===== config.mk =====
export PLATFORM = sky130hd
export DESIGN_NAME = logic_pipe
export DESIGN_NICKNAME = d
export VERILOG_FILES = /design/src/rtl/logic_pipe.sv
export SDC_FILE = /design/constraint.sdc
export NUM_CORES = 1
export LEC_CHECK = 0
export BUFFER_PORTS_ARGS = -buffer_cell sky130_fd_sc_hd__buf_2
export CAP_MARGIN = 10
export CORE_ASPECT_RATIO = 0.7
export CORE_MARGIN = 2
export CORE_UTILIZATION = 51
export DETAILED_ROUTE_END_ITERATION = 10
export GPL_ROUTABILITY_DRIVEN = 0
export PLACE_DENSITY = 0.77
export SYNTH_ARGS = -nofsm -noshare
export SYNTH_HDL_FRONTEND = slang
export SYNTH_SLANG_ARGS = --single-unit
export TNS_END_PERCENT = 100

===== constraint.sdc =====
create_clock -name clk_i -period 3.53 [get_ports clk_i]
set_clock_uncertainty 0.2 [all_clocks]
set_input_delay 0.353 -clock clk_i [delete_from_list [all_inputs] [get_ports clk_i]]
set_output_delay 0.353 -clock clk_i [all_outputs]
set_load 0.05 [all_outputs]

===== src/rtl/logic_pipe.sv =====
// Pipelined bitwise logic unit (NOR/OR/AND/XOR) with an accumulator feedback path
// and a wrapping count of emitted results.
module logic_pipe #(
  parameter int unsigned Width = 8,
  parameter int unsigned Depth = 2,
  parameter int unsigned CntW  = 8
) (
  input  logic             clk_i,
  input  logic             rst_ni,
  input  logic             in_valid_i,
  input  logic [1:0]       op_i,
  input  logic             acc_en_i,
  input  logic             clr_i,
  input  logic [Width-1:0] a_i,
  input  logic [Width-1:0] b_i,
  output logic             out_valid_o,
  output logic [Width-1:0] y_o,
  output logic [Width-1:0] acc_o,
  output logic [CntW-1:0]  count_o
);

  localparam logic [1:0] OpNor = 2'd0;
  localparam logic [1:0] OpOr  = 2'd1;
  localparam logic [1:0] OpAnd = 2'd2;
  localparam logic [1:0] OpXor = 2'd3;

  logic [Width-1:0] opnd_b;
  logic [Width-1:0] issue_res;

  logic [Depth-1:0] v_q, v_d;
  logic [Width-1:0] d_q [Depth];
  logic [Width-1:0] d_d [Depth];
  logic [Width-1:0] acc_q, acc_d;
  logic [CntW-1:0]  count_q, count_d;

  // Feedback uses the pre-update accumulator, so chained issues need no stall.
  always_comb begin
    opnd_b    = acc_en_i ? acc_q : b_i;
    issue_res = '0;
    unique case (op_i)
      OpNor:   issue_res = ~(a_i | opnd_b);
      OpOr:    issue_res = a_i | opnd_b;
      OpAnd:   issue_res = a_i & opnd_b;
      OpXor:   issue_res = a_i ^ opnd_b;
      default: issue_res = '0;
    endcase
  end

  always_comb begin
    v_d    = '0;
    v_d[0] = in_valid_i;
    d_d[0] = in_valid_i ? issue_res : d_q[0];
    for (int i = 1; i < Depth; i++) begin
      v_d[i] = v_q[i-1];
      d_d[i] = v_q[i-1] ? d_q[i-1] : d_q[i];
    end
  end

  always_comb begin
    acc_d = acc_q;
    if (clr_i) begin
      acc_d = '0;
    end else if (in_valid_i && acc_en_i) begin
      acc_d = issue_res;
    end
  end

  always_comb begin
    count_d = count_q;
    if (v_q[Depth-1]) begin
      count_d = count_q + 1'b1;
    end
  end

  always_ff @(posedge clk_i or negedge rst_ni) begin
    if (!rst_ni) begin
      v_q     <= '0;
      acc_q   <= '0;
      count_q <= '0;
      for (int i = 0; i < Depth; i++) begin
        d_q[i] <= '0;
      end
    end else begin
      v_q     <= v_d;
      acc_q   <= acc_d;
      count_q <= count_d;
      for (int i = 0; i < Depth; i++) begin
        d_q[i] <= d_d[i];
      end
    end
  end

  assign out_valid_o = v_q[Depth-1];
  assign y_o         = d_q[Depth-1];
  assign acc_o       = acc_q;
  assign count_o     = count_q;

endmodule


==> reports/qor.yml <==
fillCellCount: 304
seq_area_frac_synth_pct: 42.9
cts-root-buf: "clkbuf_8"
post_cts_buffers: 0
postRouteAntennaNets: 0
synthTopCellsByArea: "dfrtp_1 43%, ha_1 11%, mux2i_1 7.1%, mux2_2 6.2%, xor2_1 4.9%"
setup-tns-final_ps: 0
endpoint_kind: "flop"
ys_ff_latch: 34
initialDrtViolationCount: 85
h-tree-depth: 2
synth_cell_type_count: 28
portBuffers: 47
finalHoldViolCount: 0
min_period_over_period_pct: 56.7
start_util_pct: 54.7
fp.dieW_um: 78.5
antenna_cells: 0
final_cell_area_mm2: 0.00227
route.detailed.drc: 0
power.leakage_nw: 1.25
place_area_mm2: 0.00217
crit_arrival_ps: 2000
fp.dieH_um: 56.2
timing.fmax_mhz: 500
io_pins: 48
min_path_type: "in2reg"
numCtsBuffers: 5
drt_wl_total_um: 3750
track_usage_pct: 19.0
die_area_mm2: 0.00441
final-setup-viol-count: 0
via_per_inst: 5.17
coreArea_mm2: 0.00363
synthesis.nets: 222
cts_sinks: 34
maxCapViolCount: 0
synth_cells: 182
nets: 262
worstSetupStartpoint: "in_valid_i"
crit_required_ps: 3530
grt_pass1_vias: 1425
dp_hpwl_um: 2830
synth.largest_area_cell: "dfrtp_1"
layout_min_cycle_time_ps: 2000
first_pass_iters: 4
async_flop_share_pct: 100
crit_path_max_fanout: 22
row_count: 18
clkTransAtPathRegs_ps: 60
syn_avg_cell_area_um2: 10.9
p_total_mw: 1.30
synthesis.area_mm2: 0.00198
worst_pin_slew_ps: 1160
critPathLaunchType: "primary input"
wl_per_cell_um: 13.7
clk_latency_ps: 280
synth_top_area_share_pct: 42.9
synth-edff-count: 0
path_class: "in2reg"
grt_first_pass_wirelength_um: 6460
multiInputGateArea_um2: 925
rsz0062_at_grt: "no"
power_density_mw_per_mm2: 575
r2r_start: "acc_o[2]$_DFFE_PN0P_"
routed-via-count: 1411
antenna_found_initial: 0
ys.flop_type: "dfrtp_1"
yosys_warnings: 0
vdd_drop_max_v: 0.000423
finalMaxSlewViolations: 0
holdCritStartpoint: "in_valid_i"
syn_to_final_growth_pct: 14.4
grt_max_degree: 35
regArea_um2: 851
status: "complete, no violations"
drive_gt1_share_pct: 30.0
cts_tree: "yes"
grt_overflow_total: 0
max-clock-path-buffers: 2
relSlewSlack_pct: 21.6
==> routing by layer <==
layer / routed length [um] / track usage (%) / up-vias
li1: - / - / 692
met1: 1850 / 25.5 / 676
met2: 1640 / 29.3 / 35
met3: 189 / 5.19 / 8
met4: 70 / 7.02 / 0
met5: 0 / 0 / -
==> timing repair <==
| action | in CTS | in global routing |
|---|---|---|
| hold endpoints to repair | 34 | 0 |
| setup endpoints to repair | 0 | 0 |
| hold buffers | 1 | 0 |
| resized for setup | 0 | 0 |
==> Yosys cell counts, types with 2 or more instances <==
library cell and instances:
o22ai_1 3, xor2_1 11, o221ai_1 5, buf_4 9
xnor2_1 4, dfrtp_1 34, buf_2 4, nand3_1 5
nand4_1 2, nor2_1 4, ha_1 17, a22oi_1 7
nand2_1 8, inv_1 25, mux2_2 11, o21ai_0 8
mux2i_1 14
==> registers in the layout, indices dropped and copies added, names as in the netlist <==
register and flops:
acc_o 8, count_o 8, d_q 8, v_q 2
y_o 8
==> layout by cell type (no fill, tap or decap) <==
master          n
a21oi_1         1
a221o_1         1
a22oi_1         7
and2_1          1
and3_1          1
and4b_1         1
buf_2          47
clkbuf_1        1
clkbuf_8        6
clkinv_2        1
dfrtp_1        34
dlygate4sd3_1   1
ha_1           17
inv_1          25
mux2_2         11
mux2i_1        14
nand2_1         8
nand3_1         5
nand4_1         2
nand4_2         1
nand4b_1        1
nor2_1          4
nor3_2          1
nor4bb_1        1
o21ai_0         8
o221ai_1        5
o22ai_1         3
xnor2_1         4
xor2_1         11
==> through the flow <==
stage                     instances  hold slack, ps  util (%)  worst slack (ps)
after floorplan                 182            -143         -              1630
after global placement          264             251      59.8              1340
after detailed placement        264             252      59.8              1330
after CTS                       273             156      62.6              1590
after global routing            273             175      62.6              1380
final                           273             169      62.6              1530
==> power by group <==
group	switching [mW]	internal (mW)
logic	0.339	0.141
registers	0.0701	0.465
clock network	0.132	0.157
total	0.542	0.763
==> cell families (layout without fill, tap and decap cells) <==
kind of cell             count (synthesis)  in the layout  synth area share [%]
AND/OR/NAND/NOR                         26             26                  7.38
XOR/XNOR                                15             15                  6.62
flip-flops                              34             34                  42.9
multiplexers                            25             25                  13.3
buffers and inverters                   40             81                  10.5
adder cells (fa/ha/maj)                 17             17                  10.7
AO/OA/AOI/OAI                           25             25                  8.58
==> final cells by class <==
type,instances,share of cell area (%)
clock buffers,7,3.81
clock inverters,1,0.221
inverters,25,4.14
multi-input cells,108,40.8
flip-flops and latches,34,37.5
well taps,50,2.76
repair buffers,48,10.8
==> critical path, stage by stage <==
cell	delay [ps]
buf_2	290
nor4bb_1	1030
a22oi_1	180
o21ai_0	150
==> path summary, 6_finish.rpt <==
| check | end | slack (ps) | cells after the start |
|---|---|---|---|
| max reg2reg | acc_o[2]$_DFFE_PN0P_ | 1760 | 5 |
| min reg2reg | count_o[7]$_DFFE_PN0P_ | 260 | 1 |
| min | v_q[0]$_DFF_PN0_ | 170 | 1 |
| min in group asynchronous | y_o[7]$_DFFE_PN0P_ | 470 | 2 |
| max | acc_o[4]$_DFFE_PN0P_ | 1530 | 4 |
| max in group asynchronous | y_o[4]$_DFFE_PN0P_ | 2200 | 2 |
Power figures use the tool's default switching activity.
